--- config.mk ---
export PLATFORM = sky130hd
export DESIGN_NAME = tlb_op_ctrl
export DESIGN_NICKNAME = d
export VERILOG_FILES = /design/src/rtl/tlb_op_ctrl_pkg.sv /design/src/rtl/tlb_op_ctrl_inv.sv /design/src/rtl/tlb_op_ctrl.sv
export SDC_FILE = /design/constraint.sdc
export NUM_CORES = 1
export LEC_CHECK = 0
export ABC_AREA = 1
export BUFFER_PORTS_ARGS = -buffer_cell sky130_fd_sc_hd__buf_4
export CORE_MARGIN = 2
export CORE_UTILIZATION = 45
export DETAILED_ROUTE_END_ITERATION = 7
export PLACE_DENSITY = 0.85
export SYNTH_ARGS = -nofsm -noshare
export SYNTH_HDL_FRONTEND = slang
export SYNTH_SLANG_ARGS = --single-unit
--- constraint.sdc ---
create_clock -name clk -period 1.5 [get_ports clk]
set_clock_uncertainty 0.05 [all_clocks]
set_input_delay 0.15 -clock clk [delete_from_list [all_inputs] [get_ports clk]]
set_output_delay 0.15 -clock clk [all_outputs]
set_load 0.02 [all_outputs]
--- src/rtl/tlb_op_ctrl_pkg.sv ---
// -----------------------------------------------------------------------------
// tlb_op_ctrl_pkg
//   Shared types and constants for the TLB-management instruction sequencer.
//   - tlb_op_e    : op_type encoding delivered by the writeback stage
//   - inv_op_e    : INVTLB op field encoding (values above INV_OP_MAX are
//                   illegal and raise an instruction-not-exist exception)
//   - tlb_state_e : sequencer FSM states, also exported on the debug port
//   - vppn_match  : virtual-page compare honouring the entry page size
// -----------------------------------------------------------------------------
package tlb_op_ctrl_pkg;

    typedef enum logic [2:0] {
        TLB_OP_SRCH = 3'd0,
        TLB_OP_RD   = 3'd1,
        TLB_OP_WR   = 3'd2,
        TLB_OP_FILL = 3'd3,
        TLB_OP_INV  = 3'd4
    } tlb_op_e;

    typedef enum logic [4:0] {
        INV_ALL0      = 5'd0,
        INV_ALL1      = 5'd1,
        INV_G1        = 5'd2,
        INV_G0        = 5'd3,
        INV_G0_ASID   = 5'd4,
        INV_G0_ASID_VA = 5'd5,
        INV_GASID_VA  = 5'd6
    } inv_op_e;

    localparam logic [4:0] INV_OP_MAX = 5'd6;

    // Page size code of a 4 MB (huge) page: only vppn[18:9] is significant.
    localparam logic [5:0] PS_HUGE = 6'd21;

    typedef enum logic [2:0] {
        ST_IDLE = 3'd0,
        ST_SRCH = 3'd1,
        ST_RD   = 3'd2,
        ST_WR   = 3'd3,
        ST_INV  = 3'd4,
        ST_DONE = 3'd5
    } tlb_state_e;

    // Huge pages ignore the low 9 vppn bits; normal pages compare all 19.
    function automatic logic vppn_match(input logic [18:0] a,
                                        input logic [18:0] b,
                                        input logic [5:0]  ps);
        if (ps == PS_HUGE) begin
            return (a[18:9] == b[18:9]);
        end
        return (a == b);
    endfunction

endpackage

--- src/rtl/tlb_op_ctrl_inv.sv ---
// -----------------------------------------------------------------------------
// tlb_inv_match
//   Combinational INVTLB selection rule for one TLB entry.
//   Ports:
//     inv_op    in  5   INVTLB op field (0..6 legal)
//     inv_asid  in  10  asid operand (rj[9:0])
//     inv_vppn  in  19  va operand (rk[31:13])
//     ent_g     in  1   entry global bit
//     ent_asid  in  10  entry asid
//     ent_vppn  in  19  entry vppn
//     ent_ps    in  6   entry page size
//     match     out 1   entry is selected by this INVTLB op
//   The entry valid (e) bit is not considered here; the caller gates with it.
// -----------------------------------------------------------------------------
module tlb_inv_match
    import tlb_op_ctrl_pkg::*;
(
    input  logic [4:0]  inv_op,
    input  logic [9:0]  inv_asid,
    input  logic [18:0] inv_vppn,
    input  logic        ent_g,
    input  logic [9:0]  ent_asid,
    input  logic [18:0] ent_vppn,
    input  logic [5:0]  ent_ps,
    output logic        match
);

    logic asid_eq;
    logic va_eq;

    assign asid_eq = (inv_asid == ent_asid);
    assign va_eq   = vppn_match(inv_vppn, ent_vppn, ent_ps);

    always_comb begin
        match = 1'b0;
        case (inv_op)
            INV_ALL0,
            INV_ALL1:       match = 1'b1;
            INV_G1:         match = ent_g;
            INV_G0:         match = ~ent_g;
            INV_G0_ASID:    match = ~ent_g & asid_eq;
            INV_G0_ASID_VA: match = ~ent_g & asid_eq & va_eq;
            INV_GASID_VA:   match = (ent_g | asid_eq) & va_eq;
            default:        match = 1'b0;
        endcase
    end

endmodule

--- src/rtl/tlb_op_ctrl.sv ---
// -----------------------------------------------------------------------------
// tlb_op_ctrl
//   Sequences TLBSRCH / TLBRD / TLBWR / TLBFILL / INVTLB between writeback,
//   the CSR unit and the TLB array. A single-cycle request becomes one or more
//   TLB access cycles, followed by a DONE cycle that raises op_done,
//   fetch_again and the op-specific CSR update strobe.
//
//   Request handshake: a request is taken in the cycle where
//   op_valid & op_ready & ~flush are all high; op_ready is high only in IDLE,
//   operands are captured in that cycle, and nothing on the request side is
//   looked at again (including flush) until the op has finished.
//
//   Ports:
//     clk, reset               clock, synchronous active-high reset
//     op_valid/op_type         request and its opcode (tlb_op_e)
//     inv_op/inv_asid/inv_vppn INVTLB operands
//     flush                    commit-time exception/ertn, blocks acceptance
//     op_ready                 idle, can accept
//     op_done, fetch_again     one-cycle completion pulses
//     ine_exc                  illegal INVTLB op, pulses in acceptance cycle
//     csr_idx/vppn/asid/tlbr/ne CSR state feeding the accesses
//     s1e, s1_index, s1_ne     search-result CSR update
//     re, r_ne                 read-result CSR update
//     tlb_s_* / tlb_r_* / tlb_w_* / tlb_we / tlb_clr  TLB array interface
//     dbg_state                current FSM state
// -----------------------------------------------------------------------------
module tlb_op_ctrl
    import tlb_op_ctrl_pkg::*;
#(
    parameter int TLBNUM     = 16,
    parameter int TLBNUMSIZE = 4
) (
    input  logic                  clk,
    input  logic                  reset,
    input  logic                  op_valid,
    input  logic [2:0]            op_type,
    input  logic [4:0]            inv_op,
    input  logic [9:0]            inv_asid,
    input  logic [18:0]           inv_vppn,
    input  logic                  flush,
    output logic                  op_ready,
    output logic                  op_done,
    output logic                  fetch_again,
    output logic                  ine_exc,
    input  logic [TLBNUMSIZE-1:0] csr_idx,
    input  logic [18:0]           csr_vppn,
    input  logic [9:0]            csr_asid,
    input  logic                  csr_tlbr,
    input  logic                  csr_ne,
    output logic                  s1e,
    output logic [TLBNUMSIZE-1:0] s1_index,
    output logic                  s1_ne,
    output logic                  re,
    output logic                  r_ne,
    output logic [18:0]           tlb_s_vppn,
    output logic [9:0]            tlb_s_asid,
    input  logic                  tlb_s_found,
    input  logic [TLBNUMSIZE-1:0] tlb_s_index,
    output logic [TLBNUMSIZE-1:0] tlb_r_index,
    input  logic                  tlb_r_e,
    input  logic                  tlb_r_g,
    input  logic [9:0]            tlb_r_asid,
    input  logic [18:0]           tlb_r_vppn,
    input  logic [5:0]            tlb_r_ps,
    output logic                  tlb_we,
    output logic [TLBNUMSIZE-1:0] tlb_w_index,
    output logic                  tlb_w_e,
    output logic                  tlb_clr,
    output tlb_state_e            dbg_state
);

    localparam logic [TLBNUMSIZE-1:0] LAST_IDX = TLBNUMSIZE'(TLBNUM - 1);

    tlb_state_e            state_q;
    tlb_state_e            state_d;
    tlb_op_e               op_q;
    logic [4:0]            inv_op_q;
    logic [9:0]            inv_asid_q;
    logic [18:0]           inv_vppn_q;
    logic [TLBNUMSIZE-1:0] fill_cnt;
    logic [TLBNUMSIZE-1:0] fill_idx_q;
    logic [TLBNUMSIZE-1:0] scan_idx;
    logic [TLBNUMSIZE-1:0] s1_index_q;
    logic                  s1_ne_q;
    logic                  r_ne_q;
    logic                  accept;
    logic                  inv_illegal;
    logic                  inv_hit;
    logic                  live;

    // Strobes are suppressed while reset is high so an op cut short by reset
    // leaves no partial TLB or CSR update behind.
    assign live        = ~reset;
    assign accept      = op_valid & (state_q == ST_IDLE) & ~flush & live;
    assign inv_illegal = (op_type == TLB_OP_INV) & (inv_op > INV_OP_MAX);

    // ------------------------------------------------------------------
    // Next-state logic
    // ------------------------------------------------------------------
    always_comb begin
        state_d = state_q;
        case (state_q)
            ST_IDLE: begin
                if (accept) begin
                    case (op_type)
                        TLB_OP_SRCH: state_d = ST_SRCH;
                        TLB_OP_RD:   state_d = ST_RD;
                        TLB_OP_WR,
                        TLB_OP_FILL: state_d = ST_WR;
                        TLB_OP_INV:  state_d = inv_illegal ? ST_IDLE : ST_INV;
                        default:     state_d = ST_IDLE;
                    endcase
                end
            end
            ST_SRCH,
            ST_RD,
            ST_WR:   state_d = ST_DONE;
            ST_INV: begin
                if (scan_idx == LAST_IDX) begin
                    state_d = ST_DONE;
                end
            end
            ST_DONE: state_d = ST_IDLE;
            default: state_d = ST_IDLE;
        endcase
    end

    // ------------------------------------------------------------------
    // State, operand capture, result registers
    // ------------------------------------------------------------------
    always_ff @(posedge clk) begin
        if (reset) begin
            state_q    <= ST_IDLE;
            op_q       <= TLB_OP_SRCH;
            inv_op_q   <= '0;
            inv_asid_q <= '0;
            inv_vppn_q <= '0;
            fill_cnt   <= '0;
            fill_idx_q <= '0;
            scan_idx   <= '0;
            s1_index_q <= '0;
            s1_ne_q    <= 1'b0;
            r_ne_q     <= 1'b0;
        end else begin
            state_q  <= state_d;
            // Free-running pseudo-random replacement pointer for TLBFILL.
            fill_cnt <= fill_cnt + 1'b1;

            if (accept) begin
                op_q       <= tlb_op_e'(op_type);
                inv_op_q   <= inv_op;
                inv_asid_q <= inv_asid;
                inv_vppn_q <= inv_vppn;
                fill_idx_q <= fill_cnt;
                scan_idx   <= '0;
            end else if (state_q == ST_INV) begin
                scan_idx <= scan_idx + 1'b1;
            end

            // A miss keeps TLBIDX.index unchanged, so feed csr_idx back.
            if (state_q == ST_SRCH) begin
                s1_ne_q    <= ~tlb_s_found;
                s1_index_q <= tlb_s_found ? tlb_s_index : csr_idx;
            end

            if (state_q == ST_RD) begin
                r_ne_q <= ~tlb_r_e;
            end
        end
    end

    // ------------------------------------------------------------------
    // INVTLB entry selection for the entry currently being scanned
    // ------------------------------------------------------------------
    tlb_inv_match u_inv_match (
        .inv_op   (inv_op_q),
        .inv_asid (inv_asid_q),
        .inv_vppn (inv_vppn_q),
        .ent_g    (tlb_r_g),
        .ent_asid (tlb_r_asid),
        .ent_vppn (tlb_r_vppn),
        .ent_ps   (tlb_r_ps),
        .match    (inv_hit)
    );

    // ------------------------------------------------------------------
    // Outputs
    // ------------------------------------------------------------------
    assign op_ready    = (state_q == ST_IDLE);
    assign op_done     = live & (state_q == ST_DONE);
    assign fetch_again = op_done;
    assign ine_exc     = accept & inv_illegal;

    assign s1e      = op_done & (op_q == TLB_OP_SRCH);
    assign s1_index = s1_index_q;
    assign s1_ne    = s1_ne_q;
    assign re       = op_done & (op_q == TLB_OP_RD);
    assign r_ne     = r_ne_q;

    assign tlb_s_vppn = csr_vppn;
    assign tlb_s_asid = csr_asid;

    // The read port serves TLBRD (csr_idx) and the INVTLB walk (scan_idx).
    assign tlb_r_index = (state_q == ST_INV) ? scan_idx : csr_idx;

    assign tlb_we      = live & (state_q == ST_WR);
    assign tlb_w_index = (op_q == TLB_OP_FILL) ? fill_idx_q : csr_idx;
    // A refill handler always writes a valid entry regardless of TLBIDX.ne.
    assign tlb_w_e     = csr_tlbr | ~csr_ne;

    assign tlb_clr = live & (state_q == ST_INV) & tlb_r_e & inv_hit;

    assign dbg_state = state_q;

endmodule

== Word-level counts from Yosys, hierarchy flattened ==
Cells that the tools add are included.
W data, S select, Z words.
Word-level totals
  register bits: 58
  latch bits: 0
  RAM bits: 0
  ROM bits: 0
  word-level logic and storage cells: 82
  memories: 0
Cells by class
  add/sub/neg operators: 2
  $mul: 0
  divide/modulo/power cells: 0
  magnitude comparators: 1
  equal/unequal tests: 24
  shifts and indexed selects: 0
  mux-type cells: 12
  bitwise operators: 23
  reductions and logical operators: 9
Operators with widths (count)
  $eq A10 B10 Y1: 2
  $eq A19 B19 Y1: 1
  $and A1 B1 Y1: 15
  $eq A3 B2 Y1 const B: 5
  $eq A5 B3 Y1 const B: 3
  $mux W4: 3
  $pmux W3 S4: 1
  $eq A5 B2 Y1 const B: 2
  $eq A3 B1 Y1 const B: 3
  $eq A3 B3 Y1 const B: 3
  $logic_not A3 Y1: 3
  $mux W3: 3
  $pmux W3 S3: 1
  $add A4 B1 Y4 const B: 2
  $eq A6 B5 Y1 const B: 1
  $not A1 Y1: 6
  $pmux W1 S6: 1
  $reduce_or A2 Y1: 3
  $eq A5 B1 Y1 const B: 1
  $gt A5 B3 Y1 const B: 1
  $logic_not A5 Y1: 1
  $eq A4 B4 Y1 const B: 1
  $mux W1: 3
  $reduce_or A3 Y1: 1
  other kinds (4): 5

== Depth between registers and ports, before layout ==
  depth in word-level cells: 6
  mapped depth: 10
  depth with buffers taken out: 10

== Hierarchy ==
A second synthesis with hierarchy kept.
Second synthesis, totals
  cell total of the unflattened synthesis: 499
  area total of the unflattened synthesis: 3241.9 um^2
By module, submodules not included
  tlb_op_ctrl: instances 1, cells each 357, area each 2601.2 um^2
  tlb_inv_match: instances 1, cells each 142, area each 640.6 um^2

== Worst setup path after synthesis ==
OpenSTA, ideal clock, no wires.
  kind: reg-to-output
  start: register state_q[2], in the netlist dbg_state[2]
  end: output re
  data arrival time: 1.950 ns
  data required time: 1.300 ns
  path slack: -0.650 ns
  stages on the path, launching flop included: 5
  path buffers: 0
  cell sequence: dfxtp_1 > inv_1 > nor3_1 > nand2_1 > nor3_1
Between the ends
  word-level cells in the longest chain between the ends: 3
RTL lines
  start, declared: RTL line tlb_op_ctrl.sv:74  | tlb_state_e state_q;
  start signal, assigned: RTL line tlb_op_ctrl.sv:145  | state_q <= state_d;
  $eq A3 B3 Y1: RTL line tlb_op_ctrl.sv:190  | assign op_done = live & (state_q == ST_DONE);
  $and A1 B1 Y1: RTL line tlb_op_ctrl.sv:190
  net fetch_again: RTL line tlb_op_ctrl.sv:43  | output logic fetch_again,
  $and A1 B1 Y1: RTL line tlb_op_ctrl.sv:197  | assign re = op_done & (op_q == TLB_OP_RD);
  end, declared: RTL line tlb_op_ctrl.sv:53  | output logic re,
The timed path passes the listed nets, and every way through them passes these cells.

== Final worst setup path ==
  start: register inv_op_q[0]
  end: output tlb_clr
Between the ends
  word-level cells in the longest chain between the ends: 4
  elaborated cells on any way between the ends: 10
  classes of those cells: eq/ne: 6; mux: 1; bitwise: 1; reduce/logical: 2
RTL lines
  start, declared: RTL line tlb_op_ctrl.sv:77  | logic [4:0] inv_op_q;
  start signal, assigned: RTL line tlb_op_ctrl.sv:151  | inv_op_q <= inv_op;
  $eq A5 B1 Y1 or $logic_not A5 Y1 (tied branches): RTL line tlb_op_ctrl_inv.sv:36  | case (inv_op)
  $reduce_or A2 Y1: RTL line tlb_op_ctrl_inv.sv:36
  $pmux W1 S6 *: RTL line tlb_op_ctrl_inv.sv:36
  $and A1 B1 Y1 *: RTL line tlb_op_ctrl.sv:211  | assign tlb_clr = live & (state_q == ST_INV) & tlb_r_e & inv_hit;
  end, declared: RTL line tlb_op_ctrl.sv:68  | output logic tlb_clr,
Every way passes the cells marked *; elsewhere a longest branch is shown, timed or not.

==> summary.md <==
| Metric | Value |
|---|---|
| Largest net degree at the start of global routing | `37` |
| Outcome | `complete, but fails checks` |
| Worst setup margin | `-0.268 ns` |
| Top Usage Layer GRT | `met2` |
| Warnings, synthesis | `0` |
| Most frequent cells in the layout | `nand2_1 (134), buf_4 (123), inv_1 (72)` |
| Util after Layout | `0.708` |
| Ports | `173` |
| Global-route usage over all layers | `0.250` |
| Yosys reg bits | `58` |
| CTS tree | `done` |
| Crit path required time | `1.30 ns` |
| Area Growth Syn to Fin | `52.7%` |
| M3 GR Usage | `0.0547` |
| Peak supply drop | `0.000637 V` |
| Final WL | `9.82 mm` |
| Antenna Nets Post-Route | `0` |
| Design area | `roughly 0.0048 mm2` |
| Wire per inst | `13.8 um` |
| Num Clock Sinks | `58` |
| Global-route wire length before repair | `15.0 mm` |
| Fmax | `566 MHz` |
| Met2 usage | `0.473` |
| CP Class | `reg2out` |
| Xor-xnor portion of the synthesized cell area | `0.0222` |
| Pre-CTS WS | `-0.0269 ns` |
| Met1 Track Usage GR | `0.264` |
| CTS Buffer Depth | `2` |
| N_diodes | `0` |
| Rel. slew slack | `0.745` |
| First DRT Iteration DRCs | `111` |
| Adder-Cell Fraction of Synth Area | `0.00794` |
| Worst slew pin tran | `between 0.3 and 0.4 ns` |
| Die Y | `87.7 um` |
| Sequential area share after synthesis | `0.369` |
| Fin nets | `728` |
| Period utilization | `1.18` |
| Worst setup SP type | `register` |
| Mapped Nets | `589` |
| Vias/cell | `4.92` |
| Hold Fails Final Rpt | `0` |
| Mapped Cells | `469` |
| DRT Pass-1 Iters | `4` |
| H-tree depth | `3` |
| CP Data Arrival Time | `roughly 1.6 ns` |
| Cell Area, Placed | `0.00396 mm2` |
| Worst hold slack | `0.00984 ns` |
| RSZ-0062 raised after global routing | `yes` |
| Share of cells above drive strength 1 | `0.344` |
| Mapped cell area | `0.00315 mm2` |
| Mapped Avg Cell Area | `approximately 6.7 um2` |
| Pwr per Cell Area | `between 900 and 1000 mW/mm2` |
| Static Leak | `2.28 nW` |
| Die width | `87.7 um` |
| Row cnt | `30` |
| Post-Synth Simple-Gate Area | `0.295` |
| Clock Latency Late Sink | `0.33 ns` |
| Initial Util | `0.464` |
| Number of port buffers | `114` |
| Yosys cell types | `31` |
| Min cycle time layout | `roughly 1.8 ns` |
| Failing checks | `negative setup slack` |
| Worst-path fanout max | `4` |
| DRC viols | `0` |
| Hold WC Path Type | `in2reg` |
| CORE AREA | `0.00679 mm2` |
| Max-slew violation count | `0` |
| Multiplexer area fraction after synthesis | `0` |
| CTS Buf Count | `9` |
| Via count | `3,491` |
| Root Driver | `clkbuf_8` |
| Dpl hpwl | `6.52 mm` |
| CTS clk-pin slew, worst paths | `0.07 ns` |
| Commonest non-fill, non-tap cell in the layout | `nand2_1` |
| Critical path capture point type | `output port` |
| Setup violators final | `24` |
| Largest family of logic cells by synthesized area | `simple AND/OR/NAND/NOR gates` |
| GR Overflow Total | `0` |
| GPL Wtd Cong | `0.834` |
| Antenna violations before repair | `0` |
| Max-Cap Viols | `0` |
| DIE AREA | `0.00769 mm2` |
| Vias in the first global route | `3,474` |
| Compound-gate portion of the synthesized area | `0.114` |
-- routing by layer --
metal | routed length [um] | vias up | share of wire
li1 | - | 1709 | -
met4 | 245 | 0 | 0.025
met3 | 710 | 27 | 0.072
met5 | 0 | - | 0
met1 | 3680 | 1606 | 0.37
met2 | 5180 | 149 | 0.53
-- worst paths after layout --
check / cells after the start / start / slack, ns / end
worst max-delay path: 8 / inv_op_q[0]$_SDFFE_PP0P_ / -0.27 / tlb_clr
worst min register to register: 2 / inv_vppn_q[14]$_SDFFE_PP0P_ / 0.43 / inv_vppn_q[14]$_SDFFE_PP0P_
worst min-delay path: 3 / op_type[1] / 0.01 / op_q[1]$_SDFFE_PP0P_
worst max register to register: 7 / dbg_state[1]$_SDFFE_PP0P_ / -0.04 / fill_idx_q[0]$_SDFFE_PP0P_
-- synth_stat cells --
cell type	number	area, um2
nand2_1	139	522
inv_1	77	289
dfxtp_1	58	1160
o21ai_0	45	225
buf_4	33	248
nand3_1	23	115
nor2_1	23	86.3
nor3_1	9	45.0
a21oi_1	8	40.0
xnor2_1	7	61.3
a31oi_1	5	31.3
nand4_1	5	31.3
o22ai_1	5	31.3
inv_2	4	15.0
buf_2	3	15.0
clkbuf_1	3	11.3
nor4_1	3	18.8
buf_6	2	22.5
ha_1	2	25.0
nand2_4	2	22.5
nor2_4	2	22.5
nor3_2	2	20.0
a221oi_1	1	8.76
inv_4	1	6.26
nand3b_4	1	20.0
nor2_2	1	6.26
nor2_8	1	20.0
o21a_1	1	7.51
o21ai_1	1	5.00
o21ai_2	1	8.76
xor2_1	1	8.76
-- flip-flops by register name, summed over array words and instances, names as in the netlist, 3 cells and up --
signal	cells
inv_asid_q	10
fill_cnt	4
scan_idx	4
s1_index	4
dbg_state	3
op_q	3
inv_vppn_q	19
inv_op_q	5
fill_idx_q	4
-- cells by family after synthesis --
logic type,count (synthesis)
AO/OA/AOI/OAI,67
XOR/XNOR,8
adder cells (fa/ha/maj),2
buffers and inverters,123
flip-flops,58
AND/OR/NAND/NOR,211
-- final cells by class --
cell class / instances / area [um2]
clock inverters: 5 / 52.6
well taps: 96 / 120
flip-flops and latches: 58 / 1180
fillers: 511 / 1980
multi-input cells: 288 / 1560
clock buffers: 11 / 151
inverters: 82 / 330
repair buffers: 169 / 1410
-- per-stage QoR --
stage / TNS, ns / std cells / total power (W)
4_1_cts: -1.33 / 707 / 0.00442
3_5_place_dp: -0.0269 / 648 / 0.00278
6_report: -1.51 / 709 / 0.00449
5_1_grt: -4.91 / 709 / 0.00471
2_1_floorplan: -0.0811 / 469 / 0.00245
3_3_place_gp: 0 / 648 / 0.00275
-- timing repair --
| action | CTS | global route |
|---|---|---|
| endpoints found under the hold margin | 32 | 0 |
| pin swaps | 15 | 10 |
| hold buffers | 32 | 0 |
| buffers inserted | 11 | 5 |
| setup endpoints to repair | 12 | 59 |
| resized for setup | 40 | 32 |
-- worst max-delay path: stages, from the launching register on --
cell and delay (ns):
dfxtp_1 0.43, buf_4 0.16, a21oi_1 0.06, o21ai_0 0.08
nand4_1 0.11, nand2_1 0.08, inv_1 0.05, a21oi_2 0.14
buf_6 0.14
-- power breakdown --
group	leakage, nW	internal (W)	switching, W
sequential	0.479	0.00167	0.0000900
clock	0.105	0.000849	0.000631
combinational	1.70	0.000599	0.000652
Power figures use the tool's default switching activity.
